### config.mk
export PLATFORM = sky130hd
export DESIGN_NAME = arm_mc_controller
export DESIGN_NICKNAME = d
export VERILOG_FILES = /design/src/rtl/arm_mc_controller.sv
export SDC_FILE = /design/constraint.sdc
export NUM_CORES = 1
export LEC_CHECK = 0
export ABC_CLOCK_PERIOD_IN_PS = 1650
export CELL_PAD_IN_SITES_DETAIL_PLACEMENT = 1
export CELL_PAD_IN_SITES_GLOBAL_PLACEMENT = 1
export CORE_MARGIN = 1.5
export CORE_UTILIZATION = 22
export DETAILED_ROUTE_END_ITERATION = 6
export HOLD_SLACK_MARGIN = 0.08
export PLACE_DENSITY = 0.75
export SLEW_MARGIN = 20
export SYNTH_ARGS = -nofsm -noshare
export SYNTH_HDL_FRONTEND = slang
export SYNTH_SLANG_ARGS = --single-unit
### constraint.sdc
create_clock -name clk -period 1.65 [get_ports clk]
set_clock_uncertainty 0.1 [all_clocks]
set_input_delay 0.165 -clock clk [delete_from_list [all_inputs] [get_ports clk]]
set_output_delay 0.165 -clock clk [all_outputs]
set_load 0.01 [all_outputs]
### src/rtl/arm_mc_controller.sv
// Multicycle ARM control unit: Moore FSM plus condition/flag logic.
// Define MC_STALL_EN to add MemReady and hold FETCH/MEMRD/MEMWR until it rises.
module arm_mc_controller #(
  parameter logic [3:0] FLAGS_RST = 4'b0000,
  parameter int         ALUCTL_W  = 2
) (
  input  logic                clk,
  input  logic                reset,
  input  logic [3:0]          Cond,
  input  logic [1:0]          Op,
  input  logic [5:0]          Funct,
  input  logic [3:0]          Rd,
  input  logic [3:0]          ALUFlags,
`ifdef MC_STALL_EN
  input  logic                MemReady,
`endif
  output logic                PCWrite,
  output logic                MemWrite,
  output logic                RegWrite,
  output logic                IRWrite,
  output logic                AdrSrc,
  output logic [1:0]          RegSrc,
  output logic [1:0]          ALUSrcA,
  output logic [1:0]          ALUSrcB,
  output logic [1:0]          ResultSrc,
  output logic [1:0]          ImmSrc,
  output logic [ALUCTL_W-1:0] ALUControl,
  output logic [3:0]          StateDbg
);

  typedef enum logic [3:0] {
    FETCH = 4'd0, DECODE, MEMADR, MEMRD, MEMWB,
    MEMWR, EXECR, EXECI, ALUWB, BRANCH
  } state_t;

  localparam logic [ALUCTL_W-1:0] A_ADD = ALUCTL_W'(0);
  localparam logic [ALUCTL_W-1:0] A_SUB = ALUCTL_W'(1);
  localparam logic [ALUCTL_W-1:0] A_AND = ALUCTL_W'(2);
  localparam logic [ALUCTL_W-1:0] A_ORR = ALUCTL_W'(3);

  state_t state, nextState;
  logic [3:0] flags;
  logic memRdy;
  logic nextPc, irW, regW, memW, branch, aluOp, regSrc0;
  logic noWrite, condEx, pcs;
  logic [1:0] flagW;
  logic [ALUCTL_W-1:0] aluDec;

`ifdef MC_STALL_EN
  assign memRdy = MemReady;
`else
  assign memRdy = 1'b1;
`endif

  always_ff @(posedge clk) begin
    if (reset) begin
      state <= FETCH;
      flags <= FLAGS_RST;
    end else begin
      state <= nextState;
      if (aluOp && condEx) begin
        if (flagW[1]) flags[3:2] <= ALUFlags[3:2];
        if (flagW[0]) flags[1:0] <= ALUFlags[1:0];
      end
    end
  end

  always_comb begin
    nextState = state;
    nextPc    = 1'b0;
    irW       = 1'b0;
    regW      = 1'b0;
    memW      = 1'b0;
    branch    = 1'b0;
    aluOp     = 1'b0;
    regSrc0   = 1'b0;
    AdrSrc    = 1'b0;
    ALUSrcA   = 2'd0;
    ALUSrcB   = 2'd0;
    ResultSrc = 2'd0;
    unique case (state)
      FETCH: begin
        ALUSrcA   = 2'd1;
        ALUSrcB   = 2'd2;
        ResultSrc = 2'd2;
        if (memRdy) begin
          irW       = 1'b1;
          nextPc    = 1'b1;
          nextState = DECODE;
        end
      end
      DECODE: begin
        ALUSrcA   = 2'd1;
        ALUSrcB   = 2'd2;
        ResultSrc = 2'd2;
        regSrc0   = 1'b1;
        unique case (Op)
          2'b01:   nextState = MEMADR;
          2'b00:   nextState = Funct[5] ? EXECI : EXECR;
          2'b10:   nextState = BRANCH;
          2'b11:   nextState = FETCH;
        endcase
      end
      MEMADR: begin
        ALUSrcB   = 2'd1;
        nextState = Funct[0] ? MEMRD : MEMWR;
      end
      MEMRD: begin
        AdrSrc = 1'b1;
        if (memRdy) nextState = MEMWB;
      end
      MEMWB: begin
        ResultSrc = 2'd1;
        regW      = 1'b1;
        nextState = FETCH;
      end
      MEMWR: begin
        AdrSrc = 1'b1;
        memW   = 1'b1;
        if (memRdy) nextState = FETCH;
      end
      EXECR: begin
        aluOp     = 1'b1;
        nextState = ALUWB;
      end
      EXECI: begin
        ALUSrcB   = 2'd1;
        aluOp     = 1'b1;
        nextState = ALUWB;
      end
      ALUWB: begin
        regW      = 1'b1;
        nextState = FETCH;
      end
      BRANCH: begin
        ALUSrcA   = 2'd2;
        ALUSrcB   = 2'd1;
        ResultSrc = 2'd2;
        branch    = 1'b1;
        nextState = FETCH;
      end
      default: nextState = FETCH;
    endcase
  end

  always_comb begin
    aluDec = A_ADD;
    unique case (Funct[4:1])
      4'b0100: aluDec = A_ADD;
      4'b0010: aluDec = A_SUB;
      4'b0000: aluDec = A_AND;
      4'b1100: aluDec = A_ORR;
      4'b1010: aluDec = A_SUB;
      default: aluDec = A_ADD;
    endcase
  end

  // CMP only exists for data-processing; memory ops reuse these bits
  assign noWrite = (Op == 2'b00) && (Funct[4:1] == 4'b1010);
  assign flagW   = {Funct[0],
                    Funct[0] & ((aluDec == A_ADD) | (aluDec == A_SUB))};
  assign ALUControl = aluOp ? aluDec : A_ADD;

  always_comb begin
    condEx = 1'b0;
    unique case (Cond)
      4'b0000: condEx = flags[2];
      4'b0001: condEx = ~flags[2];
      4'b0010: condEx = flags[1];
      4'b0011: condEx = ~flags[1];
      4'b0100: condEx = flags[3];
      4'b0101: condEx = ~flags[3];
      4'b0110: condEx = flags[0];
      4'b0111: condEx = ~flags[0];
      4'b1000: condEx = flags[1] & ~flags[2];
      4'b1001: condEx = ~flags[1] | flags[2];
      4'b1010: condEx = flags[3] == flags[0];
      4'b1011: condEx = flags[3] != flags[0];
      4'b1100: condEx = ~flags[2] & (flags[3] == flags[0]);
      4'b1101: condEx = flags[2] | (flags[3] != flags[0]);
      4'b1110: condEx = 1'b1;
      4'b1111: condEx = 1'b0;
    endcase
  end

  assign pcs = branch | ((Rd == 4'd15) & regW);

  assign PCWrite  = ~reset & (nextPc | (pcs & condEx));
  assign RegWrite = ~reset & regW & condEx & ~noWrite;
  assign MemWrite = ~reset & memW & condEx;
  assign IRWrite  = ~reset & irW;
  assign RegSrc   = {Op == 2'b01, regSrc0};
  assign ImmSrc   = Op;
  assign StateDbg = state;

endmodule

* After elaboration in Yosys (flattened, before gate mapping)
Index checks and enable logic that the tools add are counted.
Word-level totals: input port bits 22, logic and storage cells 93, register bits after elaboration 8, output and inout port bits 21
Operators by class: multiplexer cells 17, bitwise gates (word level) 23, reduce and logical (&&, ||, !) cells 16, equal/unequal tests 34
Operators by type and width (count):
- $eq A4 B4 Y1 const B | 13
- $eq A4 B3 Y1 const B | 8
- $eq A4 B2 Y1 const B | 5
- $pmux W4 S5 | 1
- $pmux W1 S16 | 1
- $pmux W4 S4 | 1
- $and A1 B1 Y1 | 12
- $logic_not A4 Y1 | 3
- $pmux W2 S2 | 3
- $reduce_or A2 Y1 | 5
- $eq A4 B1 Y1 const B | 2
- $mux W1 | 8
- $not A1 Y1 | 6
- $pmux W2 S3 | 1
- $reduce_or A3 Y1 | 2
- $or A1 B1 Y1 | 5
- $eq A2 B1 Y1 const B | 2
- $eq A2 B2 Y1 const B | 2
- $logic_not A2 Y1 | 2
- $reduce_and A2 Y1 | 2
- $mux W3 | 1
- $logic_and A1 B1 Y1 | 2
- $mux W2 | 1
- $eq A1 B1 Y1 | 1
- $ne A1 B1 Y1 | 1

* Longest topological paths before layout
Gate-level depths: netlist of the first run.
depth in word-level cells 8, depth in mapped cells 6, depth with buffers taken out 6

* Worst setup path before layout of the first run
OpenSTA, ideal clock, no wires.
path kind register to output, start point reg state[0], in the netlist StateDbg[0], end point out PCWrite, arrival 1.611 ns, slack -0.226 ns, stages on the path, launching flop included 7, buffers on the path 1, path through dfxtp_1 -> clkbuf_1 -> nand2b_1 -> or3b_2 -> inv_1 -> nor2_1 -> o21bai_1
On the way: word-level cells in the longest chain between the ends 8, elaborated cells between the ends (all ways) 13, classes of those cells 3 x eq/ne; 3 x mux; 5 x bitwise; 2 x reduce/logical
Ends and longest elaborated chain:
- start: declaration | line 41 | state_t state, nextState;
- start signal: assignment | line 60 | state <= nextState;
- $eq A4 B4 Y1 / $eq A4 B3 Y1 (equally long branches) | line 81 | unique case (state)
- $reduce_or A2 Y1 (no line)
- $mux W1 | line 81
- $and A1 B1 Y1 | line 186 | assign pcs = branch | ((Rd == 4'd15) & regW);
- $or A1 B1 Y1 | line 186
- $and A1 B1 Y1 | line 188 | assign PCWrite = ~reset & (nextPc | (pcs & condEx));
- $or A1 B1 Y1 (*) | line 188
- $and A1 B1 Y1 (*) | line 188
- end: declaration | line 17 | output logic PCWrite,
Every way passes the cells marked *; elsewhere a longest branch is shown, timed or not.

* Final worst setup path of the first run
start point in Cond[1], end point out RegWrite
On the way: word-level cells in the longest chain between the ends 4, elaborated cells between the ends (all ways) 19, classes of those cells 15 x eq/ne; 1 x mux; 2 x bitwise; 1 x reduce/logical
Ends and longest elaborated chain:
- start: declaration | line 9 | input logic [3:0] Cond,
- $eq A4 B4 Y1, or another cell as far along | line 166 | unique case (Cond)
- $pmux W1 S16 (*) | line 166
- $and A1 B1 Y1 (*) (2 in a row) | line 189 | assign RegWrite = ~reset & regW & condEx & ~noWrite;
- end: declaration | line 19 | output logic RegWrite,
Marks and branches as above.

==> results.py, run 1 <==
metrics = {
    "synth": {
        "synth.most_common_cell": "nor3_1",
        "syn_inst": 92,
        "syn_area_um2": 723,
        "yosysTopAreaCell": "dfxtp_1",
        "netlist_top_cells_count": "nor3_1 (9), dfxtp_1 (8), nor2_1 (8), nand2b_1 (7), xnor2_1 (7)",
        "synth.distinct_cells": 36,
        "synth_area_per_cell_um2": 7.86,
        "synth_seq_area_share": 0.221,
        "synth.area.top_cells": "dfxtp_1 (22%), xnor2_1 (8.5%), mux2i_1 (8.3%)",
        "netlist.area_leader.share": 0.221,
        "synth_flop_cell": "dfxtp_1",
        "synth-edff-count": 0,
        "synth_warnings": 0,
        "async_flop_share": 0,
        "syn-num-nets": 114,
        "ys_ff_latch": 8,
    },
    "route": {
        "wl_met1_um": 1250,
        "final_antenna_net_count": 0,
        "routed_wl_um": 3490,
        "route.met3.wl_um": 178,
        "drt_pass1_iterations": 4,
        "post_drt_wl_per_cell_um": 16.1,
        "wl_met2_um": 2050,
        "vias": 1023,
        "drt_iter0_drc": 32,
        "dr.max_layer_used": "met4",
        "drc": 0,
        "vias_per_cell": 4.71,
    },
    "sta": {
        "finalHoldViolCount": 0,
        "fin_tns_setup_ns": -2.80,
        "fin_crit_sh": 1.26,
        "slew_violations": 0,
        "min_period_ns": 2.08,
        "setup_viol": 12,
        "worst_slack_ns": -0.429,
        "worst_pin_slew_ns": 0.325,
        "fmax_mhz": 481,
        "grt_setup_unrepaired": "yes",
        "slew_headroom": 0.782,
    },
    "grt": {
        "gr-total-overflow": 0,
        "antenna_found_initial": 0,
        "grt_pass1_vias": 1071,
        "grt_max_degree": 9,
        "grtUsageTotal": 0.185,
        "grt_pass1_wl_um": 5080,
    },
    "floorplanning": {
        "die_w_um": 60.3,
        "rows": 20,
        "ios": 43,
        "die-area_um2": 3640,
        "start_util": 0.235,
        "die_y_um": 60.3,
        "core_area_um2": 3080,
    },
    "critical_path": {
        "crit_path_cell_trace": "dlygate4sd2_1 > buf_4 > xnor2_1 > o22ai_4 > xnor2_2 > nand2_1 > a21o_4 > a211oi_2 > buf_2",
        "cp_slowest_stage_delay_ns": 0.29,
        "worstPathRequired_ns": 1.38,
        "startpoint_type": "input port",
        "crit_slowest_cell": "dlygate4sd2_1",
        "worst-setup-path-type": "input port to output port",
        "worstRegToRegCells": 7,
        "cp-end-kind": "output port",
        "reg2reg_from": "flags[2]",
        "arrival_ns": 1.81,
        "r2r_end": "flags[2]",
        "crit_fanout": 4,
        "critPathLaunch": "Cond[1]",
        "endpoint": "RegWrite",
        "reg2reg_slack_ns": -0.38,
    },
    "power_and_ir_drop": {
        "total_leakage_power_nw": 0.748,
        "peakVddDrop_mv": 0.205,
        "power-per-cell-area_nw_per_um2": 455,
    },
    "place": {
        "routabilityCongestion": 0.777,
        "dp_cells": 201,
        "io_buffers": 42,
        "dp_hpwl_um": 2210,
    },
    "finish": {
        "nFillCells": 375,
        "n_antenna_cell": 0,
        "fin_cells": 217,
        "drive_gt1_frac": 0.566,
        "syn_to_final_growth_pct": 137,
        "final_nets": 197,
    },
    "clocking": {
        "holdBufCountCts": 0,
        "numCtsBuffers": 3,
        "cts_buffer_depth": 2,
        "clock_sinks": 8,
        "clk_pin_slew_ns": 0.07,
        "clk_latency_ns": 0.27,
        "cts_tree": "built",
        "cts-root-buf": "clkbuf_4",
        "h-tree-depth": 1,
    },
    "flow_run": {
        "maxCapViolCount": 0,
    },
    "outcome": {
        "outcome": "finished with violations",
        "violations": "negative setup slack",
    },
    "hold_path": {
        "hold_class": "input port to flip-flop",
    },
}
layout make-up:
| cell class | count | area, µm² | area share |
|---|---|---|---|
| Clock buffer | 3 | 22.5 | 0.0132 |
| Inverter | 2 | 10.0 | 0.00585 |
| Multi-Input combinational cell | 75 | 712 | 0.416 |
| Sequential cell | 8 | 183 | 0.107 |
| Tap cell | 44 | 55.1 | 0.0322 |
| Timing Repair Buffer | 85 | 728 | 0.426 |
stage by stage:
step | util | hold slack [ns] | cell area [µm²] | setup slack, ns | power, mW
floorplan | - | 0.134 | 747 | -0.0277 | 0.336
global placement | 0.454 | 0.397 | 1400 | -0.932 | 0.535
detailed placement | 0.454 | 0.405 | 1400 | -0.991 | 0.542
CTS | 0.507 | 0.264 | 1560 | -0.438 | 0.739
global route | 0.556 | 0.306 | 1710 | -0.544 | 0.822
finish | 0.556 | 0.299 | 1710 | -0.429 | 0.778
worst max-delay path, delay by kind of cell:
family          cells  cell delay, ns
simple gates        1            0.09
xor+xnor            2            0.46
compound gates      3            0.48
buf+inv             3            0.63
cells by family (layout without fill, tap and decap cells):
logic type	count (synthesis)	count (layout)	synth area share
and+or+nand+nor	46	46	0.362
muxes	7	7	0.0986
xor gates and xnor gates	8	8	0.0969
AOI/OAI and AO/OA	14	14	0.159
DFF	8	8	0.221
buffers and inverters	9	90	0.0623
sequential cells by signal, summed over array words and instances (netlist names):
name and count:
StateDbg 4, flags 4
worst min path at each step:
| stage | from | end | slack, ns | cells after the start |
|---|---|---|---|---|
| floorplan | reset | StateDbg[3] | 0.13 | 1 |
| global placement | flags[1] | flags[1] | 0.40 | 2 |
| detailed placement | flags[0] | flags[0] | 0.40 | 2 |
| CTS | reset | StateDbg[3] | 0.26 | 3 |
| global route | reset | StateDbg[3] | 0.31 | 3 |
| finish | reset | StateDbg[3] | 0.30 | 3 |
layout by cell type (no fill, tap or decap), types with 2 or more instances in the layout:
cell type        count
a21oi_1              3
buf_2                7
buf_4               35
buf_6               11
clkbuf_2             3
clkbuf_4             3
clkdlybuf4s50_1     19
dfxtp_2              3
dfxtp_4              5
dlygate4sd2_1        7
dlymetal6s2s_1       2
mux2i_1              4
nand2_1              4
nand2b_1             6
nand3b_1             4
nor2_1               8
nor3_1               3
nor3_2               4
nor3_4               2
o21ai_0              2
o22ai_4              2
xnor2_1              3
xnor2_2              4
per-layer routing:
metal / GRT usage / vias up
met5: 0 / -
met4: 0.0476 / 0
met3: 0.0384 / 2
met2: 0.354 / 28
met1: 0.206 / 503
li1: - / 490
what timing repair did:
item	in CTS	in global routing
pin swaps	7	13
gates resized for setup	84	36
setup endpoints to repair	21	17
setup buffers	9	5
report_power, final:
part	switching (mW)	internal (mW)	leakage (nW)
Combinational	0.167	0.240	0.664
Clock	0.0820	0.0841	0.0138
Sequential	0.0100	0.195	0.0701
(Power assumes the default switching activity.)
==> run 2: changes to the inputs <==
Settings changed: ABC_CLOCK_PERIOD_IN_PS 1650 to 2700, CORE_UTILIZATION 22 to 27, PLACE_DENSITY 0.75 to 0.86.
Clock period 1.65 ns to 2.7 ns, I/O delays scaled along.
==> run 2 against run 1 <==
  * The run now ends clean
  * Die area fell by 18%
  * Total power fell by 51%
  * Largest power group unchanged
  * Largest cell class is now multi-input gates
  * Sequential power fell by 38%
  * Setup slack improved by 0.60 ns
  * Critical path depth fell by 2
==> results.py, run 2 (synthesis results as in run 1) <==
metrics = {
    "sta": {
        "min_period_ns": 2.53,
        "worst_slack_ns": 0.167,
        "slew_headroom": 0.691,
        "fin_crit_sh": 0.938,
        "finalHoldViolCount": 0,
        "fmax_mhz": 395,
        "slew_violations": 0,
        "setup_viol": 0,
        "worst_pin_slew_ns": 0.463,
        "grt_setup_unrepaired": "no",
        "fin_tns_setup_ns": 0,
    },
    "clocking": {
        "clk_latency_ns": 0.25,
        "numCtsBuffers": 3,
        "cts_tree": "built",
        "clock_sinks": 8,
        "cts_buffer_depth": 2,
        "cts-root-buf": "clkbuf_4",
        "clk_pin_slew_ns": 0.05,
        "h-tree-depth": 1,
    },
    "route": {
        "vias": 843,
        "route.met3.wl_um": 88,
        "wl_met2_um": 1330,
        "routed_wl_um": 2400,
        "vias_per_cell": 4.99,
        "final_antenna_net_count": 0,
        "post_drt_wl_per_cell_um": 14.2,
        "drt_pass1_iterations": 2,
        "wl_met1_um": 981,
        "drc": 0,
        "drt_iter0_drc": 2,
        "dr.max_layer_used": "met3",
    },
    "grt": {
        "grt_pass1_wl_um": 3940,
        "gr-total-overflow": 0,
        "antenna_found_initial": 0,
        "grtUsageTotal": 0.183,
        "grt_max_degree": 15,
        "grt_pass1_vias": 926,
    },
    "finish": {
        "layout_common_cells": "clkdlybuf4s50_1 (38), nor3_1 (9), buf_4 (9)",
        "syn_to_final_growth_pct": 69.9,
        "final_nets": 163,
        "postLayoutCellArea_um2": 1230,
        "n_antenna_cell": 0,
        "nFillCells": 318,
        "final_common_cell": "clkdlybuf4s50_1",
        "drive_gt1_frac": 0.151,
    },
    "floorplanning": {
        "die-area_um2": 3000,
        "start_util": 0.289,
        "rows": 18,
        "die_y_um": 54.8,
        "core_area_um2": 2500,
        "die_w_um": 54.8,
        "ios": 43,
    },
    "power_and_ir_drop": {
        "power-per-cell-area_nw_per_um2": 312,
        "total_leakage_power_nw": 0.472,
        "total_power_uw": 383,
        "peakVddDrop_mv": 0.362,
    },
    "critical_path": {
        "worst-setup-path-type": "input port to output port",
        "cp_top_family": "buffers and inverters",
        "cp-end-kind": "output port",
        "crit_fanout": 4,
        "startpoint_type": "input port",
        "arrival_ns": 2.16,
        "crit_buf_inv": 3,
        "crit_slowest_cell": "clkdlybuf4s50_1",
        "cp_slowest_stage_delay_ns": 0.48,
        "worstPathRequired_ns": 2.33,
        "crit_path_cell_trace": "clkdlybuf4s50_1 > buf_4 > or4_1 > o22ai_1 > a21o_2 > o21bai_1 > dlygate4sd2_1",
    },
    "place": {
        "dp_hpwl_um": 2040,
        "routabilityCongestion": 0.701,
        "dpl_worst_slack_ns": -0.221,
        "io_buffers": 42,
        "placed_area_um2": 1210,
    },
    "outcome": {
        "outcome": "finished clean",
    },
    "flow_run": {
        "maxCapViolCount": 0,
    },
    "hold_path": {
        "hold_class": "flip-flop to flip-flop",
    },
}
[run 2: cell types whose count changed in the layout (fill, tap and decap cells not counted), moves of 3 or more]
cell	delta
buf_4	-26
clkdlybuf4s50_1	+19
buf_6	-11
dfxtp_1	+8
buf_2	-7
nor3_1	+6
dfxtp_4	-5
nor3_2	-4
xnor2_1	+4
xnor2_2	-4
clkbuf_2	-3
dfxtp_2	-3
dlygate4sd2_1	-3
[run 2: cell type report]
| type | instances | area (µm²) | share of cell area |
|---|---|---|---|
| Tap cell | 30 | 37.5 | 0.0305 |
| Inverter | 2 | 7.51 | 0.00611 |
| Sequential cell | 8 | 160 | 0.130 |
| Multi-Input combinational cell | 75 | 518 | 0.422 |
| Clock buffer | 3 | 22.5 | 0.0183 |
| Timing Repair Buffer | 51 | 483 | 0.393 |
[run 2: worst paths after layout]
kind | start | depth (start not counted) | to | slack [ns]
worst max-delay path | Cond[2] | 7 | PCWrite | 0.17
worst min-delay path | flags[1] | 2 | flags[1] | 0.41
worst max register to register | flags[2] | 5 | flags[2] | 0.81
worst min register to register | flags[1] | 2 | flags[1] | 0.41
[run 2: tightest hold or removal path, stage by stage, from the launching register on]
cell and delay, ns:
dfxtp_1 0.33, nand2b_1 0.08, mux2i_1 0.06
[run 2: report_power, final]
part / total [mW] / switching, mW / internal [mW]
Combinational: 0.166 / 0.0679 / 0.0978
Clock: 0.0888 / 0.0381 / 0.0507
Sequential: 0.128 / 0.00616 / 0.122
[run 2: what timing repair did]
action / in CTS / in global routing
setup buffers: 0 / 0
gates resized for setup: 4 / 0
hold buffers: 0 / 0
endpoints found under the setup margin: 3 / 0
[run 2: metrics by stage]
step | hold slack, ns | instances | utilization
2_1_floorplan | 0.239 | 92 | -
3_3_place_gp | 0.396 | 166 | 0.484
3_5_place_dp | 0.408 | 166 | 0.484
4_1_cts | 0.415 | 169 | 0.491
5_1_grt | 0.440 | 169 | 0.491
6_report | 0.411 | 169 | 0.491
[run 2: metal layers]
metal,global-route usage,up-vias
met1,0.191,401
li1,-,423
met5,0,-
met4,0.0125,0
met2,0.373,19
met3,0.0437,0
==> run 3: changes to the inputs <==
Settings changed: GPL_ROUTABILITY_DRIVEN set to 0.
==> results of run 3 <==
The final DEF is identical to that of run 2; final timing and power are the same.
